$ cat src/rtl/dino_game_ctrl.sv
// Game-flow controller for the dino score datapath: frame divider, IDLE/RUN/PAUSE/OVER FSM,
// score-counter control pulses and session high-score tracking.
module dino_game_ctrl #(
  parameter int TICK_DIV  = 833333,
  parameter int OVER_HOLD = 120,
  parameter int SCORE_W   = 16
) (
  input  logic               clk,
  input  logic               rst_n,
  input  logic               btn_jump,
  input  logic               btn_pause,
  input  logic               collision,
  input  logic [SCORE_W-1:0] score,
  output logic               game_start,
  output logic               game_over,
  output logic               game_tick,
  output logic [1:0]         state,
  output logic [SCORE_W-1:0] high_score,
  output logic               new_high
);

  localparam int CNT_W  = (TICK_DIV > 2) ? $clog2(TICK_DIV) : 1;
  localparam int LOCK_W = $clog2(OVER_HOLD + 1);

  typedef enum logic [1:0] {S_IDLE = 2'd0, S_RUN = 2'd1, S_PAUSE = 2'd2, S_OVER = 2'd3} state_t;

  state_t             r_state, w_next;
  logic [CNT_W-1:0]   r_cnt;
  logic [LOCK_W-1:0]  r_lock;
  logic               r_jump_q, r_pause_q;
  logic               r_start, r_over, r_tick;
  logic [SCORE_W-1:0] r_high;
  logic               r_new_high;
  logic               w_rise_jump, w_rise_pause, w_strobe, w_start, w_over, w_unlocked;

  assign w_rise_jump  = btn_jump & ~r_jump_q;
  assign w_rise_pause = btn_pause & ~r_pause_q;
  assign w_strobe     = (r_cnt == CNT_W'(TICK_DIV - 1));
  assign w_unlocked   = (r_lock == LOCK_W'(OVER_HOLD));

  always_comb begin
    w_next  = r_state;
    w_start = 1'b0;
    w_over  = 1'b0;
    case (r_state)
      S_IDLE: if (w_rise_jump) begin
        w_next  = S_RUN;
        w_start = 1'b1;
      end
      S_RUN: if (collision) begin
        w_next = S_OVER;
        w_over = 1'b1;
      end else if (w_rise_pause) begin
        w_next = S_PAUSE;
      end
      S_PAUSE: if (w_rise_pause) w_next = S_RUN;
      S_OVER: if (w_rise_jump && w_unlocked) begin
        w_next  = S_RUN;
        w_start = 1'b1;
      end
      default: w_next = S_IDLE;
    endcase
  end

  always_ff @(posedge clk or negedge rst_n) begin
    if (!rst_n) begin
      r_state   <= S_IDLE;
      r_jump_q  <= 1'b1;
      r_pause_q <= 1'b1;
      r_start   <= 1'b0;
      r_over    <= 1'b0;
      r_tick    <= 1'b0;
    end else begin
      r_state   <= w_next;
      r_jump_q  <= btn_jump;
      r_pause_q <= btn_pause;
      r_start   <= w_start;
      r_over    <= w_over;
      r_tick    <= w_strobe && (r_state == S_RUN) && !collision;
    end
  end

  // Divider restarts on every game_start and holds its phase while paused.
  always_ff @(posedge clk or negedge rst_n) begin
    if (!rst_n) begin
      r_cnt  <= '0;
      r_lock <= '0;
    end else begin
      if (w_start)
        r_cnt <= '0;
      else if (r_state != S_PAUSE)
        r_cnt <= w_strobe ? '0 : r_cnt + 1'b1;

      if (w_start)
        r_lock <= '0;
      else if ((r_state == S_OVER) && w_strobe && !w_unlocked)
        r_lock <= r_lock + 1'b1;
    end
  end

  always_ff @(posedge clk or negedge rst_n) begin
    if (!rst_n) begin
      r_high     <= '0;
      r_new_high <= 1'b0;
    end else if (w_over) begin
      if (score > r_high) begin
        r_high     <= score;
        r_new_high <= 1'b1;
      end else begin
        r_new_high <= 1'b0;
      end
    end else if (w_start) begin
      r_new_high <= 1'b0;
    end
  end

  assign game_start = r_start;
  assign game_over  = r_over;
  assign game_tick  = r_tick;
  assign state      = r_state;
  assign high_score = r_high;
  assign new_high   = r_new_high;

endmodule
$ cat config.mk
export PLATFORM = sky130hd
export DESIGN_NAME = dino_game_ctrl
export DESIGN_NICKNAME = d
export VERILOG_FILES = /design/src/rtl/dino_game_ctrl.sv
export SDC_FILE = /design/constraint.sdc
export NUM_CORES = 1
export LEC_CHECK = 0
export ABC_CLOCK_PERIOD_IN_PS = 2200
export BUFFER_PORTS_ARGS = -buffer_cell sky130_fd_sc_hd__clkbuf_2
export CORE_MARGIN = 2
export CORE_UTILIZATION = 46
export DETAILED_ROUTE_END_ITERATION = 16
export PLACE_DENSITY_LB_ADDON = 0.2
export SLEW_MARGIN = 20
export SYNTH_ARGS = -nofsm -noshare
export SYNTH_HDL_FRONTEND = slang
export SYNTH_SLANG_ARGS = --single-unit
$ cat constraint.sdc
create_clock -name clk -period 2.2 [get_ports clk]
set_clock_uncertainty 0.2 [all_clocks]
set_input_delay 0.44 -clock clk [delete_from_list [all_inputs] [get_ports clk]]
set_output_delay 0.44 -clock clk [all_outputs]
set_load 0.02 [all_outputs]
==> results.md, run 1 <==
* Post-synthesis simple-gate area fraction at 20.9%
* Number of antenna violations at the first check in global routing at 0
* Fin nets at 454
* Max VDD drop at 0.000419 V
* Dpl cells at 470
* Reg2reg setup slack at -180 ps
* Syn_nets at 350
* Pins Over Slew Limit at 0
* Max Clock Freq at approximately 420 MHz
* Tmin final at approximately 2400 ps
* Worst-margin pin slew at 562 ps
* Final WL at about 7500 um
* EDFF count, synth at 0
* Nature of the critical path startpoint: flip-flop
* CP bufs+invs at 3
* Pre-antenna DRT Iters at 4
* Cell mode on critical path: buf_4
* Vias per std cell at 5.45
* Die Y-Extent at 86.3 um
* Dpl hpwl at around 5300 um
* Worst-path clk slew at 100 ps
* Max-Cap Viols at 0
* CTS Buffer Depth at 2
* Setup ws final at -185 ps
* Non-filler instance count after layout at 489
* Pwr per Cell Area at 1160 nW/um^2
* Unrepaired setup endpoints after global routing: true
* CP required at 2200 ps
* Die area at between 7000 and 8000 um^2
* Top_reg_cell synth: dfrtp_1
* CP max stage delay at 420 ps
* Cell area after placement at 3870 um^2
* Grt met3 use at under 10%
* Final hold vios at 0
* Crit path DAT at 2380 ps
* Period utilization at 108%
* Cell count after synthesis at 304
* Netlist cell types at 53
* Hold path startpoint: btn_pause
* Proportion of layout cells with a drive suffix above 1 at between 40% and 50%
* CP delay by family, top: simple AND/OR/NAND/NOR gates
* Core area at 6680 um^2
* N_diodes at 0
* Post-synth ARST share at 100%
* CTS tree: built
* WL/cell at 15.4 um
* R2R depth at 9
* FF+latch count, synth at slightly above 50
* Critical path class: flip-flop to flip-flop
* Critical Path Sink Type: flip-flop
* Hold path depth at 1
* Setup violators final at 17
* First-pass GRT wire length at 12600 um
* Die Wd at 86.3 um
* Post-synthesis sequential area ratio at between 40% and 50%
* Yosys warns at 0
* Multiplexer area fraction after synthesis at 7.10%
* Syn-to-layout area delta at 35.2%
* Netlist area before placement at about 3100 um^2
* Number of global-route vias before repair at 2693
* Tightest Hold Check Type: input port to flip-flop
* Compound-Gate Fraction of Synth Area at 14.4%
* Largest net degree at the start of global routing at 52
* Syn Area/Cell at slightly above 10 um^2
* Endpoint of the worst hold path: r_pause_q
* Clock sink total at 51
* Initial core utilization at 46.7%
* Violated checks: setup timing
* CTS Buf Count at 5
* Worst R2R Start: high_score[13]
* Clk root buf: clkbuf_8
* Clk_lat worst skew at 310 ps
* Port bufs at 42
* Main combinational cell family by area after synthesis: simple AND/OR/NAND/NOR gates
* GR peak layer: met2
* DRT iter0 DRCs at 128
* Routing usage on met1 at 29.2%
* CP max FO at 4
* Status: complete, but fails checks
* Final Instance Area at 4220 um^2
* Rel. slew slack at 62.4%
* Post-route antenna net violation count at 0
* CP max stage cell: dfrtp_2
* I/O Pins at 43
* Hold WS at 17.2 ps
* Met2 Track Usage GR at approximately a third
* Htree depth at 2
* Final GP Congestion at 0.810
* Crit path cell chain: inv_2, ha_4, nand4_1, buf_4, nor2_2, nor4_2, a31oi_4, buf_4, mux2_4
* RR Endpoint: high_score[1]
* GRT Overall Usage at 21.1%
* Grt total ovfl at 0
* Synth Area in XOR/XNOR at 0.843%
* Via count at 2666
* Leakage power at 2.01 nW
* Row cnt at 30
* DRC at 0
* Synth Area in Adders at 10.0%
-- flip-flops by register name (all words and copies together) (netlist names) --
| signal | count |
|---|---|
| game_over | 1 |
| game_start | 1 |
| game_tick | 1 |
| high_score | 16 |
| new_high | 1 |
| r_cnt | 20 |
| r_jump_q | 1 |
| r_lock | 7 |
| r_pause_q | 1 |
| state | 2 |
-- cell families after synthesis --
group           after synthesis
mux                          20
simple gates                106
buf+inv                      39
compound gates               60
fa+ha+maj                    25
xor+xnor                      3
flops                        51
-- report_power, final --
group          switching (mW)  total (mW)  leakage, nW  internal (mW)
registers               0.240        1.51        0.636           1.27
logic                    1.28        2.58         1.31           1.30
clock network           0.334       0.788       0.0644          0.454
total                    1.85        4.88         2.01           3.02
-- through the flow --
stage	utilization [%]	setup TNS (ps)	total power, mW	setup slack, ps
detailed placement	57.9	-6370	3.88	-325
CTS	61.5	-2020	4.83	-162
global route	63.1	-4670	5.25	-309
finish	63.1	-2600	4.88	-185
floorplan	-	-2120	2.97	-204
global placement	57.9	-4980	3.80	-236
-- worst max-delay path by stage --
stage	start	end	slack, ps	depth (start not counted)
CTS	high_score[15]	high_score[9]	-160	8
global route	high_score[13]	high_score[1]	-310	8
finish	high_score[13]	high_score[1]	-180	9
detailed placement	score[14]	high_score[11]	-320	8
global placement	score[14]	high_score[13]	-240	8
floorplan	high_score[10]	high_score[5]	-200	8
-- per-layer routing --
layer	up-vias	wire length (um)
met5	-	0
met4	0	95
met3	10	272
met2	64	3670
met1	1275	3480
li1	1317	-
-- worst reg2reg max path: cells and delay by family, from the launching register on --
family                     cells  cell delay (ps)
muxes                          1              300
AOI/OAI and AO/OA              1              180
and+or+nand+nor                3              570
adders and majority gates      1              200
buffers and inverters          3              430
DFF                            1              420
-- synthesized netlist by cell type, types with 3 or more instances --
cell type | n | area [um^2]
a21oi_1 | 10 | 50.1
nor2_1 | 16 | 60.1
nor4_2 | 4 | 50.1
a22o_1 | 12 | 105
inv_1 | 30 | 113
buf_6 | 3 | 33.8
ha_1 | 25 | 313
or3_1 | 4 | 25.0
o21ai_1 | 7 | 35.0
and3_1 | 4 | 25.0
a31o_2 | 5 | 43.8
o22ai_1 | 4 | 25.0
o21ai_0 | 3 | 15.0
a31oi_1 | 4 | 25.0
mux2_1 | 16 | 180
dfrtp_1 | 49 | 1230
mux2i_1 | 3 | 30.0
and4_1 | 3 | 26.3
nand3_1 | 12 | 60.1
nor2b_1 | 5 | 31.3
a31o_1 | 5 | 43.8
o31ai_1 | 4 | 30.0
nand4_1 | 11 | 68.8
nand2_1 | 24 | 90.1
nor3_1 | 3 | 15.0
-- layout by cell type, fill, tap and decap left out, types with 3 or more instances in the layout --
master	netlist	layout
dfrtp_1	49	37
nand4_1	11	11
o21ai_0	3	3
clkbuf_8	0	5
or3_1	4	3
nor2_1	16	15
nor3_1	3	3
dfrtp_2	0	12
nand2_1	24	24
buf_6	3	4
nor4_2	4	4
inv_2	1	10
a31o_1	5	5
o21ai_1	7	7
a22o_1	12	12
nor2b_1	5	5
buf_4	2	56
nand3_1	12	11
and3_1	4	4
a31o_2	5	5
ha_1	25	17
mux2_4	0	16
ha_4	0	8
inv_1	30	21
o31ai_1	4	4
mux2i_1	3	3
a31oi_1	4	4
o22ai_1	4	4
a21oi_1	10	10
clkbuf_2	0	42
-- cell type report --
type | instances | area [um^2]
clock buffer | 5 | 68.8
clock inverter | 3 | 67.6
fill | 548 | 2470
inverter | 31 | 116
multi-input combinational | 214 | 1840
sequential | 51 | 1290
tap | 80 | 100
timing repair buffer | 105 | 726
-- timing repair --
action,CTS,global route
buffers inserted,2,8
hold buffers,1,0
gates resized for setup,15,15
pin swaps,2,8
setup endpoints to repair,29,25
endpoints found under the hold margin,49,0
Power figures use the tool's default switching activity.
==> run 2, diff against run 1 <==
--- a/config.mk
+++ b/config.mk
@@ -9,6 +9,7 @@
 export BUFFER_PORTS_ARGS = -buffer_cell sky130_fd_sc_hd__clkbuf_2
 export CORE_MARGIN = 2
 export CORE_UTILIZATION = 46
+export CTS_CLUSTER_SIZE = 14
 export DETAILED_ROUTE_END_ITERATION = 16
 export PLACE_DENSITY_LB_ADDON = 0.2
 export SLEW_MARGIN = 20
==> constraint.sdc (replaced) <==
create_clock -name clk -period 2.2 [get_ports clk]
set_clock_uncertainty 0.2 [all_clocks]
set_input_delay 0.22 -clock clk [delete_from_list [all_inputs] [get_ports clk]]
set_output_delay 0.22 -clock clk [all_outputs]
set_load 0.02 [all_outputs]
==> run 2 against run 1 <==
- the run still ends with setup timing left
- via count up 2.1%
- critical path depth down 1
- largest power group unchanged
- final cell count up 2.2%
- power down 3.5%
- sequential share of layout area down 0.43 points
- die area unchanged
==> results.md, run 2 (same netlist as run 1, synthesis figures left out) <==
* Critical path class: flip-flop to flip-flop
* Commonest non-fill, non-tap cell in the layout: buf_4
* Grt total ovfl at 0 (unchanged)
* Endpoint of the worst hold path: high_score[13]
* GRT Overall Usage at 21.2% (+0.062 points)
* Setup ws final at -212 ps (-27.3 ps)
* Status: complete, but fails checks
* Tightest Hold Check Type: input port to flip-flop
* Initial core utilization at 46.7% (unchanged)
* Critical Path Sink Type: flip-flop
* CTS Buf Count at 5 (unchanged)
* WL/cell at 15.2 um (-1.3%)
* Crit path DAT at 2400 ps (+20 ps)
* CP max stage cell: dfrtp_2
* Final GP Congestion at 0.868 (+7.1%)
* DRC at 0 (unchanged)
* First-pass GRT wire length at 12800 um (+0.98%)
* Biggest register: r_cnt
* WP depth at 8 (-1)
* Number of antenna violations at the first check in global routing at 0 (unchanged)
* Max-Cap Viols at 0 (unchanged)
* Post-route setup TNS at -3240 ps (-644 ps)
* Setup violators final at 16 (-1)
* Final WL at 7580 um (+0.88%)
* Pwr per Cell Area at 1100 nW/um^2 (-4.8%)
* Die Y-Extent at 86.3 um (unchanged)
* Htree depth at 2 (unchanged)
* Number of global-route vias before repair at 2659 (-1.3%)
* Dpl hpwl at 5430 um (+2.5%)
* Core area at 6680 um^2 (unchanged)
* Pins Over Slew Limit at 0 (unchanged)
* Syn-to-layout area delta at 37.0%
* Final hold vios at 0 (unchanged)
* Period utilization at 110% (+1.2 points)
* Leakage power at 2.03 nW (+0.89%)
* Die Wd at 86.3 um (unchanged)
* Max Clock Freq at 415 MHz (-1.1%)
* Worst-path clk slew at 100 ps (about the same)
* CP delay by family, top: simple AND/OR/NAND/NOR gates
* Violated checks: setup timing
* Largest net degree at the start of global routing at 22 (-58%)
* CP bufs+invs at 2 (-1)
* Die area at 7450 um^2 (unchanged)
* Pre-antenna DRT Iters at 4 (unchanged)
* Clock sink total at 51 (unchanged)
* CP max FO at 8 (+4)
* CP required at 2190 ps (about the same)
* Largest register FFs at 20 (unchanged)
* Via count at 2721 (+2.1%)
* Hold path startpoint: score[13]
* Reg2reg setup slack at -210 ps (-30 ps)
* Hold path depth at 2 (+1)
* Max VDD drop at 0.000379 V (-9.4%)
* CTS tree: built
* Worst R2R Start: high_score[11]
* DRT iter0 DRCs at 111 (-13%)
* Fin nets at 465 (+2.4%)
* Vias per std cell at 5.44 (-0.18%)
* CP max stage delay at 380 ps (-40 ps)
* Unrepaired setup endpoints after global routing: true
* Nature of the critical path startpoint: flip-flop
* R2R depth at 8 (-1)
* Rel. slew slack at 72.5% (+10 points)
* Post-route antenna net violation count at 0 (unchanged)
* Tmin final at 2410 ps (+27.3 ps)
* Row cnt at 30 (unchanged)
* Power Total at 4.71 mW (-3.5%)
* Clk_lat worst skew at 310 ps (about the same)
* N_diodes at 0 (unchanged)
* Proportion of layout cells with a drive suffix above 1 at 42.9% (-3.1 points)
* Crit path cell chain: inv_2, ha_4, nand4_1, nor4_2, o21ai_1, a31oi_4, buf_12, mux2_4
* RR Endpoint: high_score[12]
* Port bufs at 42 (unchanged)
* I/O Pins at 43 (unchanged)
* CTS Buffer Depth at 2 (unchanged)
* Commonest non-fill, non-tap cells in the layout: buf_4 (56), clkbuf_2 (42), dfrtp_1 (38)
* Final core utilization at 63.9% (+0.84 points)
* Clk root buf: clkbuf_8
* Worst-margin pin slew at 410 ps (-152 ps)
[run 2: changes by cell type in the layout (fill, tap and decap cells not counted), sizes merged]
cell,previous run,this run
clkinvlp,1,2
inv,31,32
dlygate4sd3,1,15
bufinv,2,0
buf,62,59
[run 2: worst max path at each step]
stage,from,end
after global placement,high_score[13],high_score[9]
after detailed placement,high_score[13],high_score[9]
final,high_score[11],high_score[12]
after CTS,high_score[9],high_score[12]
after global routing,high_score[11],high_score[11]
after floorplan,high_score[10],high_score[5]
[run 2: cell type report]
class                           count  area, um^2
Clock inverter                      3        23.8
Clock buffer                        5        68.8
Timing Repair Buffer              116         841
Sequential cell                    51        1290
Inverter                           31         116
Tap cell                           80         100
Multi-Input combinational cell    214        1830
Fill cell                         530        2410
[run 2: stage by stage]
step	hold WS, ps	setup WS (ps)	area (um^2)	instances
2_1_floorplan	-276	-204	3220	304
3_3_place_gp	-70.3	-147	3880	470
3_5_place_dp	-64.7	-200	3880	470
4_1_cts	1.32	-182	4200	495
5_1_grt	6.35	-302	4270	500
6_report	14.1	-212	4270	500
[run 2: layer usage]
metal,wire (um),GRT usage (%),part of all wire [%]
met5,0,0,0
met4,47,6.39,0.62
met3,266,3.33,3.5
met2,3510,33.6,46
met1,3760,30.0,50
[run 2: report_power, final]
group | switching, mW | internal [mW] | total (mW) | leakage (nW)
sequential | 0.232 | 1.27 | 1.50 | 0.638
combinational | 1.29 | 1.34 | 2.63 | 1.35
clock | 0.346 | 0.229 | 0.575 | 0.0408
[run 2: what timing repair did]
item | CTS | global route
endpoints found under the hold margin | 63 | 0
resized for setup | 12 | 8
pin swaps | 0 | 5
hold buffers | 15 | 0
setup endpoints to repair | 29 | 30
setup buffers | 2 | 5
==> run 3, diff against run 2 <==
--- a/config.mk
+++ b/config.mk
@@ -11,6 +11,7 @@
 export CORE_UTILIZATION = 46
 export CTS_CLUSTER_SIZE = 14
 export DETAILED_ROUTE_END_ITERATION = 16
+export GPL_TIMING_DRIVEN = 0
 export PLACE_DENSITY_LB_ADDON = 0.2
 export SLEW_MARGIN = 20
 export SYNTH_ARGS = -nofsm -noshare
==> run 3 against run 2 <==
- the run still ends with setup timing left
- global-route usage shrank 1.1 points
- design area is 3.3% lower
- power is 2.3% lower
- flip-flop and latch count unchanged
- critical path type unchanged
- critical endpoint is now high_score[1]
- largest cell class unchanged
==> results.md, run 3 (same netlist as run 1, synthesis figures left out) <==
* Status: complete, but fails checks
* Violated checks: setup timing
* Hold path depth at 2 (unchanged)
* RR Endpoint: high_score[1]
* Setup ws final at -129 ps (+82.9 ps)
* I/O Pins at 43 (unchanged)
* DR WL met2 at 3510 um (-0.11%)
* Dpl hpwl at 4830 um (-11%)
* Non-filler instance count after layout at 472 (-5.6%)
* First-pass GRT wire length at 12200 um (-4.6%)
* Die area at 7450 um^2 (unchanged)
* Via count at 2615 (-3.9%)
* Critical path class: flip-flop to flip-flop
* Vias per std cell at 5.54 (+1.8%)
* Number of global-route vias before repair at 2622 (-1.4%)
* Setup violators final at 16 (unchanged)
* Die Wd at 86.3 um (unchanged)
* CTS Buf Count at 5 (unchanged)
* Row cnt at 30 (unchanged)
* CTS Buffer Depth at 2 (unchanged)
* DRC at 0 (unchanged)
* GRT Overall Usage at 20.1% (-1.1 points)
* Hold WS at 18.3 ps (+4.26 ps)
* Tightest Hold Check Type: input port to flip-flop
* Post-route antenna net violation count at 0 (unchanged)
* WL/cell at 15.3 um (+1.1%)
* Biggest register: r_cnt
* Clock sink total at 51 (unchanged)
* CP required at 2200 ps (about the same)
* Final Instance Area at 4130 um^2 (-3.3%)
* N_diodes at 0 (unchanged)
* Nature of the critical path startpoint: flip-flop
* Rel. slew slack at 51.8% (-21 points)
* Die Y-Extent at 86.3 um (unchanged)
* Dpl cells at 426 (-9.4%)
* Worst R2R Start: high_score[12]
* Period utilization at 106% (-3.8 points)
* Hold path startpoint: score[13]
* Max VDD drop at 0.000323 V (-15%)
* Final hold vios at 0 (unchanged)
* CTS tree: built
* Cell area after placement at 3530 um^2 (-9.1%)
* Reg2reg setup slack at -130 ps (+80 ps)
* Htree depth at 2 (unchanged)
* Worst-path clk slew at 90 ps (about the same)
* Final WL at 7240 um (-4.6%)
* Largest net degree at the start of global routing at 52 (+140%)
* Tmin final at 2330 ps (-82.9 ps)
* Port bufs at 42 (unchanged)
* Commonest non-fill, non-tap cells in the layout: clkbuf_2 (41), dfrtp_1 (33), nand2_1 (23)
* Pwr per Cell Area at 1110 nW/um^2 (+1.0%)
* Met1 wire length at 3360 um (-11%)
* Max-Cap Viols at 0 (unchanged)
* Pre-antenna DRT Iters at 4 (unchanged)
* Critical Path Sink Type: flip-flop
* Fin nets at 437 (-6.0%)
* Power Total at 4.60 mW (-2.3%)
* Crit path DAT at 2330 ps (-70 ps)
* Grt total ovfl at 0 (unchanged)
* Endpoint of the worst hold path: high_score[13]
* Commonest non-fill, non-tap cell in the layout: clkbuf_2
* Clk root buf: clkbuf_8
* Syn-to-layout area delta at 32.5%
* R2R depth at 8 (unchanged)
* CP max FO at 10 (+2)
* Clk_lat worst skew at 300 ps (about the same)
* Final GP Congestion at 0.845 (-2.6%)
* Leakage power at 1.90 nW (-6.7%)
* Pins Over Slew Limit at 0 (unchanged)
* Number of antenna violations at the first check in global routing at 0 (unchanged)
* Top sig layer: met4
* Largest register FFs at 20 (unchanged)
* Core area at 6680 um^2 (unchanged)
* DRT iter0 DRCs at 139 (+25%)
* Proportion of layout cells with a drive suffix above 1 at 40.6% (-2.3 points)
* Worst-margin pin slew at 723 ps (+314 ps)
* Initial core utilization at 46.7% (unchanged)
* Metal3 WL at 268 um (+0.75%)
* Max Clock Freq at 429 MHz (+3.6%)
* Unrepaired setup endpoints after global routing: true
[run 3: cell types whose count changed in the layout (fill, tap and decap cells not counted), moves of 3 or more]
cell	previous run	this run
buf_12	3	0
dfrtp_1	38	33
clkbuf_1	0	3
buf_6	0	7
inv_1	22	19
buf_4	56	20
dfrtp_2	11	16
[run 3: what timing repair did]
action / 4_1_cts / 5_1_grt
setup endpoints to repair: 37 / 37
hold buffers: 17 / 0
gates resized for setup: 16 / 28
endpoints found under the hold margin: 65 / 0
pin swaps: 1 / 10
buffers inserted: 11 / 10
[run 3: layer usage]
metal  track usage (%)  vias up
li1                  -     1282
met3              3.62       10
met1              27.1     1266
met5                 0        -
met4              4.83        0
met2              33.6       57
[run 3: how the worst max path moves through the flow]
stage	start	slack, ps	to	cells past startpoint
6_report	high_score[12]	-130	high_score[1]	8
5_1_grt	high_score[12]	-290	high_score[1]	8
4_1_cts	high_score[9]	-120	high_score[1]	8
3_5_place_dp	high_score[13]	-370	high_score[1]	8
3_3_place_gp	high_score[14]	-360	high_score[5]	8
2_1_floorplan	high_score[10]	-200	high_score[5]	8
[run 3: worst max-delay path: stages (launching register included)]
cell and delay (ps):
dfrtp_2 380, inv_2 50, ha_4 260, nand4_1 210, nor4_2 250, o21ai_1 160
a31oi_4 220, buf_8 190, mux2_4 310
[run 3: stage by stage]
| stage | setup WS (ps) | TNS, ps | utilization, % |
|---|---|---|---|
| 2_1_floorplan | -204 | -2120 | - |
| 3_3_place_gp | -359 | -6710 | 52.8 |
| 3_5_place_dp | -372 | -7350 | 52.8 |
| 4_1_cts | -120 | -1510 | 59.6 |
| 5_1_grt | -290 | -4560 | 61.8 |
| 6_report | -129 | -1840 | 61.8 |
[run 3: area by class of cell]
cell class	instances	area, um^2
timing repair buffer	80	548
multi-input combinational	214	1880
sequential	51	1300
fill	509	2550
buffer	8	82.6
tap	80	100
clock inverter	1	30.0
inverter	31	119
clock buffer	7	76.3
[run 3: power breakdown]
part | switching, mW | leakage (nW) | internal (mW)
Sequential | 0.298 | 0.630 | 1.28
Clock | 0.308 | 0.0524 | 0.341
Combinational | 1.20 | 1.21 | 1.17
Total | 1.81 | 1.90 | 2.79
